**src/rtl/hazard_fwd_if.sv**
```systemverilog
// Decoder-to-hazard-unit bundle: ID-stage hazard info in, pipeline control out.
// The master drives the ID-stage fields; the slave returns the control.
interface hazard_fwd_if #(
    parameter int CNT_W = 16
);
    logic [4:0]       rs1_ID;
    logic [4:0]       rs2_ID;
    logic [4:0]       rd_ID;
    logic             rs1use_ID;
    logic             rs2use_ID;
    logic [1:0]       optype_ID;
    logic             Branch_ID;
    logic             pc_en;
    logic             fd_en;
    logic             fd_flush;
    logic             de_flush;
    logic [1:0]       fwd_a;
    logic [1:0]       fwd_b;
    logic             fwd_ls;
    logic [CNT_W-1:0] stall_cnt;

    modport master (
        output rs1_ID, rs2_ID, rd_ID, rs1use_ID, rs2use_ID, optype_ID, Branch_ID,
        input  pc_en, fd_en, fd_flush, de_flush, fwd_a, fwd_b, fwd_ls, stall_cnt
    );

    modport slave (
        input  rs1_ID, rs2_ID, rd_ID, rs1use_ID, rs2use_ID, optype_ID, Branch_ID,
        output pc_en, fd_en, fd_flush, de_flush, fwd_a, fwd_b, fwd_ls, stall_cnt
    );
endinterface

```
**src/rtl/hazard_fwd_unit.sv**
```systemverilog
// Hazard/forwarding unit: shadow EX/MEM pipe of optype/rd, ID-operand forwarding,
// load-use stalls, branch flushes and load->store data forwarding.
module hazard_fwd_unit #(
    parameter int CNT_W = 16
) (
    input  logic         clk,
    input  logic         rst_n,
    hazard_fwd_if.slave  hif
);
    localparam logic [1:0] OP_NONE = 2'b00;
    localparam logic [1:0] OP_ALU  = 2'b01;
    localparam logic [1:0] OP_LD   = 2'b10;
    localparam logic [1:0] OP_ST   = 2'b11;

    localparam logic [1:0] SRC_RF  = 2'b00;
    localparam logic [1:0] SRC_EX  = 2'b01;
    localparam logic [1:0] SRC_MA  = 2'b10;
    localparam logic [1:0] SRC_ML  = 2'b11;

    logic [1:0]       r_ex_op;
    logic [4:0]       r_ex_rd;
    logic [4:0]       r_ex_rs2;
    logic [1:0]       r_mem_op;
    logic [4:0]       r_mem_rd;
    logic [CNT_W-1:0] r_stall_cnt;

    logic w_ex_wr;
    logic w_mem_wr;
    logic w_stall;
    logic w_pc_en;
    logic w_fd_en;
    logic w_fd_flush;
    logic w_de_flush;
    logic [1:0] w_fwd_a;
    logic [1:0] w_fwd_b;
    logic w_fwd_ls;

    assign w_ex_wr  = (r_ex_op == OP_ALU || r_ex_op == OP_LD) && (r_ex_rd != 5'd0);
    assign w_mem_wr = (r_mem_op == OP_ALU || r_mem_op == OP_LD) && (r_mem_rd != 5'd0);

    // A store only needs rs2 one stage later, where fwd_ls supplies it.
    assign w_stall = (r_ex_op == OP_LD) && w_ex_wr &&
                     ((hif.rs1use_ID && hif.rs1_ID == r_ex_rd) ||
                      (hif.rs2use_ID && hif.rs2_ID == r_ex_rd &&
                       hif.optype_ID != OP_ST));

    always_comb begin
        w_pc_en    = 1'b1;
        w_fd_en    = 1'b1;
        w_fd_flush = 1'b0;
        w_de_flush = 1'b0;
        if (w_stall) begin
            w_pc_en    = 1'b0;
            w_fd_en    = 1'b0;
            w_de_flush = 1'b1;
        end else if (hif.Branch_ID) begin
            w_fd_flush = 1'b1;
        end
    end

    always_comb begin
        w_fwd_a = SRC_RF;
        if (hif.rs1use_ID && w_ex_wr && r_ex_op == OP_ALU &&
            hif.rs1_ID == r_ex_rd)
            w_fwd_a = SRC_EX;
        else if (hif.rs1use_ID && w_mem_wr && hif.rs1_ID == r_mem_rd)
            w_fwd_a = (r_mem_op == OP_ALU) ? SRC_MA : SRC_ML;
    end

    always_comb begin
        w_fwd_b = SRC_RF;
        if (hif.rs2use_ID && w_ex_wr && r_ex_op == OP_ALU &&
            hif.rs2_ID == r_ex_rd)
            w_fwd_b = SRC_EX;
        else if (hif.rs2use_ID && w_mem_wr && hif.rs2_ID == r_mem_rd)
            w_fwd_b = (r_mem_op == OP_ALU) ? SRC_MA : SRC_ML;
    end

    assign w_fwd_ls = (r_ex_op == OP_ST) && (r_mem_op == OP_LD) &&
                      (r_mem_rd != 5'd0) && (r_ex_rs2 == r_mem_rd);

    always_ff @(posedge clk or negedge rst_n) begin
        if (!rst_n) begin
            r_ex_op     <= OP_NONE;
            r_ex_rd     <= 5'd0;
            r_ex_rs2    <= 5'd0;
            r_mem_op    <= OP_NONE;
            r_mem_rd    <= 5'd0;
            r_stall_cnt <= '0;
        end else begin
            r_mem_op <= r_ex_op;
            r_mem_rd <= r_ex_rd;
            if (w_de_flush) begin
                r_ex_op  <= OP_NONE;
                r_ex_rd  <= 5'd0;
                r_ex_rs2 <= 5'd0;
            end else begin
                r_ex_op  <= hif.optype_ID;
                r_ex_rd  <= hif.rd_ID;
                r_ex_rs2 <= hif.rs2_ID;
            end
            if (w_stall && r_stall_cnt != '1)
                r_stall_cnt <= r_stall_cnt + CNT_W'(1);
        end
    end

    assign hif.pc_en     = w_pc_en;
    assign hif.fd_en     = w_fd_en;
    assign hif.fd_flush  = w_fd_flush;
    assign hif.de_flush  = w_de_flush;
    assign hif.fwd_a     = w_fwd_a;
    assign hif.fwd_b     = w_fwd_b;
    assign hif.fwd_ls    = w_fwd_ls;
    assign hif.stall_cnt = r_stall_cnt;
endmodule

```
**src/flat_wrapper.sv**
```systemverilog
// flat-port wrapper written by rule: the top's interface ports become plain ports
module hazard_fwd_unit_flat 
#(
    parameter int CNT_W = 16
)
  (clk, rst_n, hif_rs1_ID, hif_rs2_ID, hif_rd_ID, hif_rs1use_ID, hif_rs2use_ID, hif_optype_ID, hif_Branch_ID, hif_pc_en, hif_fd_en, hif_fd_flush, hif_de_flush, hif_fwd_a, hif_fwd_b, hif_fwd_ls, hif_stall_cnt);
  hazard_fwd_if #(.CNT_W(CNT_W)) hif_i ();
  input  logic clk;
  input  logic rst_n;
  input wire logic [$bits(hif_i.rs1_ID)-1:0] hif_rs1_ID;
  input wire logic [$bits(hif_i.rs2_ID)-1:0] hif_rs2_ID;
  input wire logic [$bits(hif_i.rd_ID)-1:0] hif_rd_ID;
  input wire logic [$bits(hif_i.rs1use_ID)-1:0] hif_rs1use_ID;
  input wire logic [$bits(hif_i.rs2use_ID)-1:0] hif_rs2use_ID;
  input wire logic [$bits(hif_i.optype_ID)-1:0] hif_optype_ID;
  input wire logic [$bits(hif_i.Branch_ID)-1:0] hif_Branch_ID;
  output wire logic [$bits(hif_i.pc_en)-1:0] hif_pc_en;
  output wire logic [$bits(hif_i.fd_en)-1:0] hif_fd_en;
  output wire logic [$bits(hif_i.fd_flush)-1:0] hif_fd_flush;
  output wire logic [$bits(hif_i.de_flush)-1:0] hif_de_flush;
  output wire logic [$bits(hif_i.fwd_a)-1:0] hif_fwd_a;
  output wire logic [$bits(hif_i.fwd_b)-1:0] hif_fwd_b;
  output wire logic [$bits(hif_i.fwd_ls)-1:0] hif_fwd_ls;
  output wire logic [$bits(hif_i.stall_cnt)-1:0] hif_stall_cnt;
  assign hif_i.rs1_ID = hif_rs1_ID;
  assign hif_i.rs2_ID = hif_rs2_ID;
  assign hif_i.rd_ID = hif_rd_ID;
  assign hif_i.rs1use_ID = hif_rs1use_ID;
  assign hif_i.rs2use_ID = hif_rs2use_ID;
  assign hif_i.optype_ID = hif_optype_ID;
  assign hif_i.Branch_ID = hif_Branch_ID;
  assign hif_pc_en = hif_i.pc_en;
  assign hif_fd_en = hif_i.fd_en;
  assign hif_fd_flush = hif_i.fd_flush;
  assign hif_de_flush = hif_i.de_flush;
  assign hif_fwd_a = hif_i.fwd_a;
  assign hif_fwd_b = hif_i.fwd_b;
  assign hif_fwd_ls = hif_i.fwd_ls;
  assign hif_stall_cnt = hif_i.stall_cnt;
  hazard_fwd_unit #(.CNT_W(CNT_W)) u_core (.clk(clk), .rst_n(rst_n), .hif(hif_i));
endmodule
```
**config.mk**
```make
export PLATFORM = sky130hd
export DESIGN_NAME = hazard_fwd_unit_flat
export DESIGN_NICKNAME = d
export VERILOG_FILES = /design/src/rtl/hazard_fwd_if.sv /design/src/rtl/hazard_fwd_unit.sv /design/src/flat_wrapper.sv
export SDC_FILE = /design/constraint.sdc
export NUM_CORES = 1
export LEC_CHECK = 0
export ABC_CLOCK_PERIOD_IN_PS = 2510
export CORE_MARGIN = 2
export CORE_UTILIZATION = 35
export DETAILED_ROUTE_END_ITERATION = 8
export GPL_ROUTABILITY_DRIVEN = 0
export MAX_ROUTING_LAYER = met4
export PLACE_DENSITY_LB_ADDON = 0.2
export REMOVE_ABC_BUFFERS = 1
export SETUP_SLACK_MARGIN = 0.1
export SKIP_LAST_GASP = 1
export SYNTH_ARGS = -nofsm -noshare
export SYNTH_HDL_FRONTEND = slang
export SYNTH_SLANG_ARGS = --single-unit
```
**constraint.sdc**
```tcl
create_clock -name clk -period 2.51 [get_ports clk]
set_clock_uncertainty 0.1 [all_clocks]
set_input_delay 0.251 -clock clk [delete_from_list [all_inputs] [get_ports clk]]
set_output_delay 0.251 -clock clk [all_outputs]
set_load 0.01 [all_outputs]
```
# After elaboration in Yosys (flattened, before gate mapping)
# Cells that the tools add are included.
# word_totals
reg_bits,35
in_bits,22
out_inout_bits,25
# classes
addsub,1
n_eq_ne,12
n_mux,12
reduce_logical,26
# ops
operator,count
5-bit == test,5
1-bit logical AND,21
"16-bit by 1-bit adder with 16-bit output, second input constant",1
"16-bit inequality test, second input constant",1
2-bit two-way mux,5
5-bit two-way mux,2
5-bit nonzero test,2
"2-bit == test, second input constant",3
1-bit two-way mux,5
"2-bit by 1-bit == test with 1-bit output, second input constant",2
1-bit logical OR,3
"2-bit inequality test, second input constant",1

# Longest topological paths before layout
# Gate-level depths: netlist of the first run.
# logic_depth
ltp_word,7
depth_mapped,8

# Worst setup path before layout of the first run
# OpenSTA, ideal clock, no wires.
# synth_timing
path_type,reg2reg
start,register u_core.r_stall_cnt[0] (netlist: u_core.hif.stall_cnt[0])
end,register u_core.r_stall_cnt[14] (netlist: u_core.hif.stall_cnt[14])
setup_time_ns,0.080
arrival_ns,1.835
setup_slack_ns,0.495
path_stages_with_launch,9
n_path_buf,1
period_less_slack_ns,2.015
cell_sequence,dfrtp_1 ha_1 nand4_1 or4_1 nand3_1 o21ba_2 buf_2 nand4_1 xnor2_1
# synth_between
elab_chain_len,2
# synth_rtl
element,line,rtl
from (decl),hazard_fwd_unit.sv:25,logic [CNT_W-1:0] r_stall_cnt;
from (signal assigned),hazard_fwd_unit.sv:103,r_stall_cnt <= r_stall_cnt + CNT_W'(1);
branches (longest 2 deep; another with 16-bit by 1-bit adder with 16-bit output),n/a,
# Several ways; the timed one is not identified.
# A chain may end at the register's enable or synchronous reset.

# Worst setup path in the final report of the first run
# layout_timing
start,register u_core.r_ex_rd[1]
end,output port hif_fwd_a[0]
# layout_between
elab_chain_len,6
# layout_rtl
element,line,rtl
from (decl),hazard_fwd_unit.sv:21,logic [4:0] r_ex_rd;
from (signal assigned),hazard_fwd_unit.sv:99,r_ex_rd <= hif.rd_ID;
5-bit nonzero test,hazard_fwd_unit.sv:38,assign w_ex_wr = (r_ex_op == OP_ALU || r_ex_op == OP_LD) && (r_ex_rd != 5'd0);
1-bit logical AND,hazard_fwd_unit.sv:38,
1-bit logical AND (2 in a row),hazard_fwd_unit.sv:63,if (hif.rs1use_ID && w_ex_wr && r_ex_op == OP_ALU &&
1-bit logical AND (*),hazard_fwd_unit.sv:63,
2-bit two-way mux (*),hazard_fwd_unit.sv:63,
to (decl),flat_wrapper.sv:21,output wire logic [$bits(hif_i.fwd_a)-1:0] hif_fwd_a;
# Every way passes the cells marked *; elsewhere a longest branch is shown, timed or not.

==> load_flow_metrics.sql, run 1 <==
INSERT INTO impl_metrics (metric_group, metric, value, unit) VALUES
('cells_and_area', 'antenna-diode-count', '0', ''),
('synthesis', 'postSynth.topFlopCell', 'sky130_fd_sc_hd__dfrtp_1', ''),
('synthesis', 'yosys_warnings', '0', ''),
('synthesis', 'netlist.top_cell.by_area', 'sky130_fd_sc_hd__dfrtp_1', ''),
('synthesis', 'synthCells', '171', ''),
('status', 'run_status', 'finished, final reports clean', ''),
('synthesis', 'synth_area_leaders', 'sky130_fd_sc_hd__dfrtp_1 (49%), sky130_fd_sc_hd__xnor2_1 (9.2%), sky130_fd_sc_hd__xor2_1 (9.2%), sky130_fd_sc_hd__and2_1 (4.5%), sky130_fd_sc_hd__ha_1 (4.2%)', ''),
('routing', 'routed_via_density', '4.67', ''),
('synthesis', 'async_flop_share', '1.00', ''),
('sta', 'report.final.slew_viol_count', '0', ''),
('synthesis', 'seq_area_frac_synth', '0.487', ''),
('synthesis', 'post_synth_num_cell_types', '30', ''),
('synthesis', 'netlist_area_pre_place', '1800', 'um2'),
('die', 'die_area', '5730', 'um2'),
('job', 'maxCapViolations', '0', ''),
('clocking', 'clk_tree_root_cell', 'sky130_fd_sc_hd__clkbuf_8', ''),
('routing', 'drtPass1Iterations', '4', ''),
('pwr', 'power.density', '472', 'nW/um2'),
('clocking', 'cts.path.max_buffers', '2', ''),
('die', 'dieWidth', '75.7', 'um'),
('grt', 'overflow', '0', ''),
('sta', 'rsz0062_at_grt', 'yes', ''),
('routing', 'route.detailed.drc', '0', ''),
('clocking', 'cts.htree.levels', '2', ''),
('die', 'placeableCoreArea', '5040', 'um2'),
('grt', 'grt_first_pass_wirelength', '6690', 'um'),
('pwr', 'vdd_drop_max', '263', 'uV'),
('sta', 'timing.final.setup_violations', '0', ''),
('routing', 'drtAntennaViolNets', '0', ''),
('cells_and_area', 'area_delta_synth_final', '42.8', '%'),
('cells_and_area', 'post_route_cells_drive_above_1_share', '0.168', ''),
('grt', 'grt_pass1_vias', '1405', ''),
('routing', 'first_iter_violations', '57', ''),
('pwr', 'finalPower', '1.21', 'mW'),
('die', 'initial_utilization', '0.357', ''),
('worst_setup_path', 'critical_path_class', 'reg -> out', ''),
('die', 'floorplan.rows', '26', ''),
('sta', 'max_freq', '432', 'MHz'),
('clocking', 'cts_buffers', '5', ''),
('clocking', 'number_of_clock_sinks', '35', ''),
('sta', 'report.final.hold_viol_count', '0', ''),
('sta', 'finalCritPeriodShare', '0.923', ''),
('synthesis', 'synth_edf_count', '0', ''),
('worst_setup_path', 'crit_path_end_kind', 'output pin', ''),
('routing', 'drt-wirelength-per-cell', '13.6', 'um'),
('sta', 'tightest_slew', '0.444', 'ns'),
('worst_setup_path', 'crit_path_max_fanout', '3', ''),
('worst_setup_path', 'critical_path_arrival', '1.97', 'ns'),
('sta', 'tns', '0', 'ns'),
('grt', 'grt_start_max_net_pins', '36', ''),
('grt', 'global_route.usage.total', '0.165', ''),
('clocking', 'clock_pin_slew_worst_setup_and_hold_paths', '0.07', 'ns'),
('synthesis', 'synthMostInstantiatedCell', 'sky130_fd_sc_hd__dfrtp_1', ''),
('placement', 'io_buffer_count', '46', ''),
('clocking', 'clkLatencyLatePin', '0.29', 'ns'),
('synthesis', 'register_bit_count_reported_by_yosys', '35', ''),
('worst_setup_path', 'worstPathRequired', '2.16', 'ns'),
('pwr', 'power.static_leakage', '1.09', 'nW'),
('routing', 'via_count', '1439', ''),
('synthesis', 'synth.cells.most_frequent', 'sky130_fd_sc_hd__dfrtp_1 (35), sky130_fd_sc_hd__xnor2_1 (19), sky130_fd_sc_hd__xor2_1 (19)', ''),
('synthesis', 'synth_top_area_share', '0.487', ''),
('die', 'chip_height', '75.7', 'um'),
('clocking', 'hold_buffers', '0', ''),
('synthesis', 'syn-mean-instance-area', '10.5', 'um2'),
('min_path', 'hold_path_class', 'in -> async', ''),
('cells_and_area', 'num-nets-final', '265', ''),
('die', 'ios', '47', ''),
('sta', 'shortest_clock_period_the_worst_path_allows_after_layout', '2.32', 'ns'),
('placement', 'place.detailed.hpwl', '2980', 'um'),
('worst_setup_path', 'crit_path_start_kind', 'register', ''),
('sta', 'slew_headroom', '0.704', ''),
('clocking', 'cts_tree', 'done', ''),
('grt', 'initial_antenna_violation_count', '0', ''),
('routing', 'finalWirelength', '4170', 'um');
-- sequential cells by signal, summed over array words and instances, names as in the netlist --
| name | flops |
|---|---|
| u_core.r_ex_rd | 5 |
| u_core.r_mem_op | 2 |
| u_core.r_ex_rs2 | 5 |
| u_core.r_ex_op | 2 |
| u_core.r_mem_rd | 5 |
| u_core.hif.stall_cnt | 16 |
-- area by class of cell --
cell class,instances,area [um2]
Fill cell,461,2470
Clock buffer,8,100
Tap cell,70,87.6
Sequential cell,35,880
Timing Repair Buffer,63,567
Inverter,6,22.5
Multi-Input combinational cell,126,913
-- through the flow --
| stage | utilization | worst slack (ns) | hold WS, ns | instance area, um2 | std cells |
|---|---|---|---|---|---|
| 5_1_grt | 0.510 | 0.0924 | 0.319 | 2570 | 308 |
| 6_report | 0.510 | 0.193 | 0.282 | 2570 | 308 |
| 3_3_place_gp | 0.473 | -0.0784 | 0.327 | 2390 | 292 |
| 2_1_floorplan | - | 0.436 | -0.145 | 1770 | 167 |
| 3_5_place_dp | 0.473 | -0.0981 | 0.331 | 2390 | 292 |
| 4_1_cts | 0.501 | 0.0130 | 0.301 | 2530 | 305 |
-- per-layer routing --
metal | global-route usage | vias to the layer above | share of wire | routed length [um]
li1 | - | 708 | - | -
met1 | 0.229 | 690 | 0.50 | 2080
met2 | 0.231 | 35 | 0.45 | 1860
met3 | 0.0450 | 6 | 0.044 | 184
met4 | 0.0604 | 0 | 0.013 | 55
met5 | - | - | 0 | 0
-- worst paths after layout --
path	from	to	slack (ns)	depth (start not counted)
min in group clk	u_core.r_ex_op[0]	u_core.r_mem_op[0]	0.35	0
worst max-delay path	u_core.r_ex_rd[1]	hif_fwd_a[0]	0.19	7
worst max register to register	u_core.r_ex_rd[1]	u_core.hif.stall_cnt[11]	0.25	8
worst min register to register	u_core.r_ex_op[0]	u_core.r_mem_op[0]	0.35	0
max in group asynchronous	rst_n	u_core.r_ex_rd[3]	1.68	2
worst min-delay path	rst_n	u_core.hif.stall_cnt[3]	0.28	2
-- critical path, cell delays in order, from the launching register on --
cell and delay, ns:
sky130_fd_sc_hd__dfrtp_2 0.43, sky130_fd_sc_hd__xor2_1 0.17, sky130_fd_sc_hd__nor4_2 0.30, sky130_fd_sc_hd__and3_4 0.23
sky130_fd_sc_hd__buf_4 0.10, sky130_fd_sc_hd__nand3_1 0.09, sky130_fd_sc_hd__o21ai_0 0.09, sky130_fd_sc_hd__dlygate4sd2_1 0.28
-- power breakdown --
part / internal [mW] / total (mW) / switching (mW)
registers: 0.586 / 0.611 / 0.0248
clock network: 0.250 / 0.444 / 0.193
logic: 0.0900 / 0.158 / 0.0677
-- cells by family after synthesis --
logic type,count (synthesis),synth area share
AO/OA/AOI/OAI,9,0.0362
XOR/XNOR,38,0.185
buffers and inverters,10,0.0278
multiplexers,1,0.00626
AND/OR/NAND/NOR,72,0.216
flip-flops,35,0.487
adder cells (fa/ha/maj),6,0.0417
-- cell usage in the layout, fill, tap and decap left out, drive strengths merged, types with 6 or more instances in the layout --
master,instances
clkdlybuf4s50,37
dfrtp,35
xor2,19
xnor2,19
buf,17
and2,13
nand3,12
clkbuf,12
nand4,10
nand2,9
nor2,9
inv,6
ha,6
-- repair_timing --
action | CTS | global route
pin swaps | 3 | 2
resized for setup | 13 | 16
buffers inserted | 5 | 3
endpoints found under the setup margin | 8 | 9
(Power assumes the default switching activity.)
==> inputs of run 2 (changes only) <==
--- a/config.mk
+++ b/config.mk
@@ -8,6 +8,7 @@
 export ABC_CLOCK_PERIOD_IN_PS = 2510
 export CORE_MARGIN = 2
 export CORE_UTILIZATION = 35
+export CTS_CLUSTER_DIAMETER = 100
 export DETAILED_ROUTE_END_ITERATION = 8
 export GPL_ROUTABILITY_DRIVEN = 0
 export MAX_ROUTING_LAYER = met4
==> results of run 2 <==
Same layout as run 1: the final DEF is identical, and so are final timing and power.
==> inputs of run 3 (changes only) <==
--- a/config.mk
+++ b/config.mk
@@ -10,10 +10,8 @@
 export CORE_UTILIZATION = 35
 export CTS_CLUSTER_DIAMETER = 100
 export DETAILED_ROUTE_END_ITERATION = 8
-export GPL_ROUTABILITY_DRIVEN = 0
 export MAX_ROUTING_LAYER = met4
 export PLACE_DENSITY_LB_ADDON = 0.2
-export REMOVE_ABC_BUFFERS = 1
 export SETUP_SLACK_MARGIN = 0.1
 export SKIP_LAST_GASP = 1
 export SYNTH_ARGS = -nofsm -noshare
==> run 3 against run 2 <==
Compared with the run above:
- critical path depth rose by 2
- register-to-register slack got worse by 0.05 ns
- routed wire length down 2.0%
- worst hold slack lost 0.012 ns
- largest power group unchanged
- total power grew 14%
- clock power grew 37%
- die area unchanged
==> load_flow_metrics.sql, run 3 (synthesis results as in run 1) <==
INSERT INTO impl_metrics (metric_group, metric, value, unit) VALUES
('die', 'dieWidth', '75.7', 'um'),
('worst_setup_path', 'cp_common_cell', 'sky130_fd_sc_hd__buf_4', ''),
('grt', 'initial_antenna_violation_count', '0', ''),
('sta', 'max_freq', '433', 'MHz'),
('clocking', 'cts.path.max_buffers', '2', ''),
('routing', 'routed_via_density', '4.68', ''),
('placement', 'place.detailed.hpwl', '2980', 'um'),
('clocking', 'clock_pin_slew_worst_setup_and_hold_paths', '0.08', 'ns'),
('clocking', 'cts_buffers', '5', ''),
('sta', 'tightest_slew', '0.446', 'ns'),
('routing', 'drtPass1Iterations', '4', ''),
('sta', 'finalCritPeriodShare', '0.920', ''),
('status', 'run_status', 'finished, final reports clean', ''),
('pwr', 'net-switching-power', '0.307', 'mW'),
('grt', 'grt_first_pass_wirelength', '6430', 'um'),
('die', 'die_area', '5730', 'um2'),
('placement', 'finalWeightedCongestion', '0.776', ''),
('worst_setup_path', 'r2r_slack', '0.20', 'ns'),
('synthesis', 'synth_nets', '199', ''),
('worst_setup_path', 'critical_path.max_stage_delay', '0.45', 'ns'),
('worst_setup_path', 'crit-reg2reg-launch', 'u_core.r_ex_rd[4]', ''),
('routing', 'first_iter_violations', '55', ''),
('clocking', 'number_of_clock_sinks', '35', ''),
('clocking', 'clkLatencyLatePin', '0.29', 'ns'),
('routing', 'drtAntennaViolNets', '0', ''),
('worst_setup_path', 'worstPathCellList', 'xor2_1 -> nor4_2 -> and3_4 -> buf_4 -> o211ai_4 -> buf_4 -> buf_4 -> or3_1 -> o21a_1', ''),
('pwr', 'clkPwrFrac', '0.441', ''),
('worst_setup_path', 'reg2reg_to', 'u_core.hif.stall_cnt[11]', ''),
('grt', 'overflow', '0', ''),
('cells_and_area', 'antenna-diode-count', '0', ''),
('sta', 'shortest_clock_period_the_worst_path_allows_after_layout', '2.31', 'ns'),
('sta', 'rsz0062_at_grt', 'no', ''),
('routing', 'via_count', '1456', ''),
('pwr', 'vdd_drop_max', '303', 'uV'),
('routing', 'route.detailed.drc', '0', ''),
('cells_and_area', 'final_design_area_no_fill', '2650', 'um2'),
('worst_setup_path', 'worstPathRequired', '2.59', 'ns'),
('worst_setup_path', 'crit_path_end_kind', 'register', ''),
('cells_and_area', 'num-nets-final', '268', ''),
('grt', 'global_route.usage.total', '0.158', ''),
('cells_and_area', 'layout.cells.most_common_list', 'sky130_fd_sc_hd__clkdlybuf4s50_1 (38), sky130_fd_sc_hd__dfrtp_1 (32), sky130_fd_sc_hd__buf_4 (20)', ''),
('cells_and_area', 'area_delta_synth_final', '47.4', '%'),
('grt', 'grt_pass1_vias', '1408', ''),
('sta', 'report.final.slew_viol_count', '0', ''),
('sta', 'timing.final.setup_violations', '0', ''),
('worst_setup_path', 'crit_slowest_cell', 'sky130_fd_sc_hd__dfrtp_2', ''),
('grt', 'grt_start_max_net_pins', '36', ''),
('clocking', 'cts.htree.levels', '2', ''),
('cells_and_area', 'finish.cell_count_without_fillers', '311', ''),
('worst_setup_path', 'crit_path_start_kind', 'register', ''),
('sta', 'report.final.hold_viol_count', '0', ''),
('placement', 'post_dp_cell_area', '2430', 'um2'),
('routing', 'drt-wirelength-per-cell', '13.1', 'um'),
('placement', 'placed_cells', '298', ''),
('pwr', 'finalPower', '1.38', 'mW'),
('pwr', 'power.sequential.fraction', '0.444', ''),
('die', 'chip_height', '75.7', 'um'),
('clocking', 'cts_tree', 'done', ''),
('sta', 'slew_headroom', '0.703', ''),
('pwr', 'p_comb_frac', '0.115', ''),
('sta', 'tns', '0', 'ns'),
('worst_setup_path', 'critical_path_class', 'reg -> reg', ''),
('die', 'placeableCoreArea', '5040', 'um2'),
('die', 'initial_utilization', '0.357', ''),
('pwr', 'power.static_leakage', '1.11', 'nW'),
('worst_setup_path', 'critical_path_arrival', '2.39', 'ns'),
('worst_setup_path', 'crit_path_max_fanout', '8', ''),
('cells_and_area', 'post_route_cells_drive_above_1_share', '0.191', ''),
('routing', 'finalWirelength', '4090', 'um'),
('job', 'maxCapViolations', '0', ''),
('die', 'floorplan.rows', '26', ''),
('clocking', 'clk_tree_root_cell', 'sky130_fd_sc_hd__clkbuf_8', ''),
('cells_and_area', 'finish.utilization', '0.526', ''),
('worst_setup_path', 'rr_worst_depth', '9', ''),
('placement', 'io_buffer_count', '46', ''),
('die', 'ios', '47', ''),
('cells_and_area', 'largest_reg_flops', '16', ''),
('pwr', 'power.density', '520', 'nW/um2'),
('min_path', 'hold_path_class', 'in -> async', ''),
('pwr', 'power.share.switching', '0.222', ''),
('cells_and_area', 'final_common_cell', 'sky130_fd_sc_hd__clkdlybuf4s50_1', ''),
('pwr', 'cell_internal_power', '1.07', 'mW');
## run 3: area by class of cell
type / count / area (um2)
clock buffer: 5 / 68.8
tap: 70 / 87.6
clock inverter: 3 / 67.6
sequential: 35 / 880
inverter: 6 / 22.5
timing repair buffer: 66 / 591
multi-input combinational: 126 / 936
fill: 469 / 2390
## run 3: through the flow
step	setup WS, ns	hold WS, ns
after floorplan	0.495	-0.145
after global placement	-0.147	0.326
after detailed placement	-0.184	0.328
after CTS	0.0198	0.289
after global routing	0.0877	0.322
final	0.200	0.270
## run 3: critical path, delay by kind of cell, from the launching register on
kind | cells | cell delay, ns
DFF | 1 | 0.45
and+or+nand+nor | 3 | 0.82
xor gates and xnor gates | 1 | 0.19
buffers and inverters | 3 | 0.43
AOI/OAI and AO/OA | 2 | 0.22
## run 3: per-layer routing
metal  vias to the layer above  share of wire  GRT usage
li1                        717              -          -
met5                         -              0          -
met1                       700           0.48      0.208
met3                         7          0.037     0.0397
met2                        32           0.47      0.237
met4                         0          0.013     0.0585
## run 3: repair_timing
item                                    4_1_cts  5_1_grt
buffers inserted                              3        2
pin swaps                                     4        5
hold buffers                                  0        0
endpoints found under the setup margin        8       10
resized for setup                            14       16
## run 3: worst max path at each step
stage | from | to | slack (ns) | cells past startpoint
global route | u_core.r_ex_rd[1] | u_core.hif.stall_cnt[13] | 0.09 | 9
floorplan | u_core.hif.stall_cnt[0] | u_core.hif.stall_cnt[14] | 0.49 | 8
finish | u_core.r_ex_rd[4] | u_core.hif.stall_cnt[11] | 0.20 | 9
detailed placement | hif_rs2_ID[3] | hif_fd_flush | -0.18 | 7
global placement | hif_rs2_ID[3] | hif_fd_flush | -0.15 | 7
CTS | u_core.r_ex_rd[2] | hif_fd_flush | 0.02 | 7
## run 3: power groups by stage
stage               clock [mW]  combinational (mW)  sequential (mW)
CTS                      0.618               0.156            0.612
finish                   0.609               0.158            0.612
global placement             0               0.147            0.623
detailed placement           0               0.147            0.623
global route             0.647               0.175            0.615
floorplan                    0              0.0586            0.619
==> RTL change 1: new RTL, flow settings as in run 3 <==
Take the reset off `r_mem_rd` and load it in a clocked block of its own.
--- a/src/rtl/hazard_fwd_unit.sv
+++ b/src/rtl/hazard_fwd_unit.sv
@@ -85,11 +85,9 @@
             r_ex_rd     <= 5'd0;
             r_ex_rs2    <= 5'd0;
             r_mem_op    <= OP_NONE;
-            r_mem_rd    <= 5'd0;
             r_stall_cnt <= '0;
         end else begin
             r_mem_op <= r_ex_op;
-            r_mem_rd <= r_ex_rd;
             if (w_de_flush) begin
                 r_ex_op  <= OP_NONE;
                 r_ex_rd  <= 5'd0;
@@ -104,6 +102,10 @@
         end
     end
 
+    always_ff @(posedge clk) begin
+        r_mem_rd <= r_ex_rd;
+    end
+
     assign hif.pc_en     = w_pc_en;
     assign hif.fd_en     = w_fd_en;
     assign hif.fd_flush  = w_fd_flush;
Behaviour: same outputs for any inputs over 10 cycles, from zero or initial values and one cycle with rst_n low; that may be too few to reach the edited logic, so the function may still have changed.
==> RTL change 1 against run 3 <==
Sequential cell count unchanged; worst setup slack got worse by 0.067 ns; register-to-register slack better by 0.04 ns; design area is 3.0% lower; power fell by 15%; hold slack worse by 0.014 ns; synthesized area shrank 1.4%; via count down 1.5%; count of clock-buffer cells in the layout grew 1; wire length fell by 2.6%; critical path type is now in2out; critical endpoint is now hif_pc_en; largest power group unchanged.
==> RTL change 1: results (changes against run 3) <==
- Hpwl dp: 3050 µm (+2.4%)
- Leak: 1.11 nW (about the same)
- R2R Setup Slk: 0.24 ns (+0.04 ns)
- Max_slew headroom: 74.6% (+4.4 points)
- Largest net degree at the start of global routing: 31 (-14%)
- Total Wirelength: 3980 µm (-2.6%)
- Status: complete, no violations
- Crit. Startpoint: hif_rs2_ID[4]
- Yosys cell types: 31 (+3.3%)
- Worst Setup EP: hif_pc_en
- Most frequent cells after synthesis: dfrtp_1, xnor2_1, xor2_1, and2_1, nand3_1
- Final Net Count: 269 (+0.37%)
- Placed insts: 296 (-0.67%)
- Area after DPL: 0.00241 mm² (-0.87%)
- Share of layout cells above drive strength 1: 16.2% (-2.9 points)
- N_diodes: 0 (unchanged)
- First-pass GRT wire length: 6580 µm (+2.4%)
- Worst VDD drop: 0.384 mV (+27%)
- Vias in the first global route: 1388 (-1.4%)
- H-tree lvl count: 2 (unchanged)
- Total track usage: 16.2% (+0.38 points)
- Pint: 0.891 mW (-17%)
- Routed wl met2: 1770 µm (-8.4%)
- RePlAce Congestion: 0.788 (+1.5%)
- Routed wl met3: 198 µm (+32%)
- Ys async rst share: 85.7% (-14 points)
- DR iter-0 viols: 68 (+24%)
==> RTL change 1: power by group through the flow <==
stage	Clock (mW)	Combinational, mW	Sequential, mW
detailed placement	0	0.149	0.622
finish	0.401	0.158	0.611
floorplan	0	0.0586	0.618
CTS	0.413	0.154	0.611
global route	0.439	0.174	0.615
global placement	0	0.150	0.622
==> RTL change 1: per-layer routing <==
metal	GRT usage (%)	up-vias
met5	-	-
met4	5.26	0
met3	3.21	6
met2	22.8	30
met1	23.4	676
li1	-	722
==> RTL change 1: logic make-up after synthesis <==
| group | Yosys count | share of synthesized area, % |
|---|---|---|
| adder cells (fa/ha/maj) | 6 | 4.23 |
| AO/OA/AOI/OAI | 9 | 3.67 |
| buffers and inverters | 10 | 2.82 |
| multiplexers | 1 | 0.635 |
| AND/OR/NAND/NOR | 72 | 21.9 |
| flip-flops | 35 | 48.0 |
| XOR/XNOR | 38 | 18.8 |
==> RTL change 1: worst max-delay path: stages <==
cell             delay, ns
clkdlybuf4s50_1       0.53
xnor2_1               0.14
nand4_1               0.20
a211oi_4              0.32
o211ai_4              0.13
buf_4                 0.17
dlygate4sd2_1         0.28
==> RTL change 1: stage by stage <==
step                total power [mW]  setup slack [ns]  hold slack [ns]
finish                          1.17             0.132            0.256
global route                    1.23            0.0549            0.310
CTS                             1.18           -0.0590            0.284
detailed placement             0.771            -0.182            0.337
global placement               0.771            -0.181            0.332
floorplan                      0.677             0.495           -0.145
==> RTL change 1: worst min path at each step <==
stage | endpoint | slack, ns | depth (start not counted)
floorplan | u_core.hif.stall_cnt[0]$_DFFE_PN0P_ | -0.14 | 0
global placement | u_core.r_mem_op[1]$_DFF_PN0_ | 0.33 | 0
detailed placement | u_core.r_mem_op[0]$_DFF_PN0_ | 0.34 | 0
CTS | u_core.r_ex_rs2[3]$_DFF_PN0_ | 0.28 | 2
global route | u_core.r_ex_rs2[2]$_DFF_PN0_ | 0.31 | 2
finish | u_core.r_ex_rs2[4]$_DFF_PN0_ | 0.26 | 2
==> RTL change 1: timing repair <==
action                     CTS  global route
setup buffers                1             4
gates resized for setup     10             9
setup endpoints to repair    8             7
hold buffers                 0             0
pin swaps                    4             5
==> RTL change 1: final cells by class <==
class,instances,area (µm²)
clock inverters,1,5.00
repair buffers,67,613
flip-flops and latches,35,853
inverters,6,22.5
multi-input cells,126,912
clock buffers,6,82.6
fillers,476,2240
well taps,67,83.8
==> RTL change 2: new RTL, config.mk and constraints of run 3 <==
Made on the original files. `CNT_W` is set to 16 in 3 places; all go to 32.
--- a/src/rtl/hazard_fwd_if.sv
+++ b/src/rtl/hazard_fwd_if.sv
@@ -1,7 +1,7 @@
 // Decoder-to-hazard-unit bundle: ID-stage hazard info in, pipeline control out.
 // The master drives the ID-stage fields; the slave returns the control.
 interface hazard_fwd_if #(
-    parameter int CNT_W = 16
+    parameter int CNT_W = 32
 );
     logic [4:0]       rs1_ID;
     logic [4:0]       rs2_ID;
--- a/src/rtl/hazard_fwd_unit.sv
+++ b/src/rtl/hazard_fwd_unit.sv
@@ -1,7 +1,7 @@
 // Hazard/forwarding unit: shadow EX/MEM pipe of optype/rd, ID-operand forwarding,
 // load-use stalls, branch flushes and load->store data forwarding.
 module hazard_fwd_unit #(
-    parameter int CNT_W = 16
+    parameter int CNT_W = 32
 ) (
     input  logic         clk,
     input  logic         rst_n,
--- a/src/flat_wrapper.sv
+++ b/src/flat_wrapper.sv
@@ -1,7 +1,7 @@
 // flat-port wrapper written by rule: the top's interface ports become plain ports
 module hazard_fwd_unit_flat 
 #(
-    parameter int CNT_W = 16
+    parameter int CNT_W = 32
 )
   (clk, rst_n, hif_rs1_ID, hif_rs2_ID, hif_rd_ID, hif_rs1use_ID, hif_rs2use_ID, hif_optype_ID, hif_Branch_ID, hif_pc_en, hif_fd_en, hif_fd_flush, hif_de_flush, hif_fwd_a, hif_fwd_b, hif_fwd_ls, hif_stall_cnt);
   hazard_fwd_if #(.CNT_W(CNT_W)) hif_i ();
Interface: changed (resized hif_stall_cnt); port bits go from 47 to 63. The function was not compared with the original's and may differ.
==> RTL change 2 against run 3 <==
Via count grew 47%; combinational power up 16%; critical path depth decreased by 1; worst setup slack lost 0.064 ns; count of clock-buffer cells in the layout rose by 1; wire length increased by 54%; design area increased by 42%; synthesized area is 43% higher; power grew 16%; sequential cell count up 16; critical path type unchanged.
==> RTL change 2: results (changes against run 3) <==
- Status: complete, no violations
- CP Max Fanout: 13 (+5)
- Worst Reg2Reg Path Length in Cells: 8 (-1)
- Leak: 1.79 nW (+61%)
- Max_slew headroom: 56.2% (-14 points)
- Share of layout cells above drive strength 1: 17.0% (-2.0 points)
- Global routing usage on met2: 27.5% (+3.9 points)
- Final Net Count: 380 (+42%)
- Routed wl met2: 3150 µm (+63%)
- First-pass DRT Iterations: 5 (+1)
- Hpwl dp: 4480 µm (+50%)
- Adder-cell share of the synthesized area: 2.93% (-1.2 points)
- # hold bufs at CTS: 1 (+1)
- Slowest-stage cell, CP: or4_4
- Hold slack: 0.359 ns (+0.0895 ns)
- Vias per cell: 4.75 (+1.4%)
- Largest net degree at the start of global routing: 52 (+44%)
- Total track usage: 16.9% (+1.0 points)
- Max reg flops: 32 (+16)
- Vias in the first global route: 2135 (+52%)
- Switching share of power: 22.6% (+0.33 points)
- Synthesized Nets: 278 (+40%)
- Yosys cell types: 29 (-3.3%)
- Post-synthesis mux area share: 0.439% (-0.19 points)
- Met1 Routed Length: 2850 µm (+46%)
- Synth Area in Compound Gates: 1.95% (-1.7 points)
- Total Wirelength: 6280 µm (+54%)
- RePlAce Congestion: 0.850 (+9.5%)
- Post-CTS sizing: 8 (-6)
- Sequential area share after synthesis: 49.8% (+1.1 points)
- Critical path arrival: 2.46 ns (+0.07 ns)
- Post-Synth XOR/XNOR Area: 18.8% (+0.28 points)
- R2R Setup Slk: 0.14 ns (-0.06 ns)
- Area after DPL: 0.00350 mm² (+44%)
- FMAX: 421 MHz (-2.7%)
- Syn_area_per_cell: 10.3 µm² (-2.5%)
- Avg WL per Cell: 13.9 µm (+5.9%)
- Worst VDD drop: 0.243 mV (-20%)
- Ranking of synthesized cells by area: dfrtp_1, xor2_1, xnor2_1
- Critical Path Max Stage Delay: 0.54 ns (+0.09 ns)
- M3 GR Usage: 2.93% (-1.0 points)
RTL change 2: cell count changes in the layout (fill, tap and decap cells not counted), moves of 9 or more:
cell	run 3	this run
clkdlybuf4s50_1	38	52
buf_4	20	34
xor2_1	19	42
dfrtp_1	32	48
nand2_1	9	18
nor2_1	9	29
RTL change 2: final cells by class:
| class | count | area (µm²) |
|---|---|---|
| Clock buffer | 6 | 72.6 |
| Sequential cell | 51 | 1280 |
| Multi-Input combinational cell | 185 | 1260 |
| Clock inverter | 1 | 30.0 |
| Tap cell | 99 | 124 |
| Timing Repair Buffer | 100 | 952 |
| Fill cell | 665 | 3420 |
| Inverter | 9 | 33.8 |
RTL change 2: power groups by stage:
stage               clock network (mW)  registers, mW  logic, mW
global route                     0.611          0.870      0.203
floorplan                            0          0.880     0.0616
detailed placement                   0          0.881      0.169
global placement                     0          0.880      0.168
CTS                              0.571          0.864      0.175
finish                           0.553          0.866      0.183
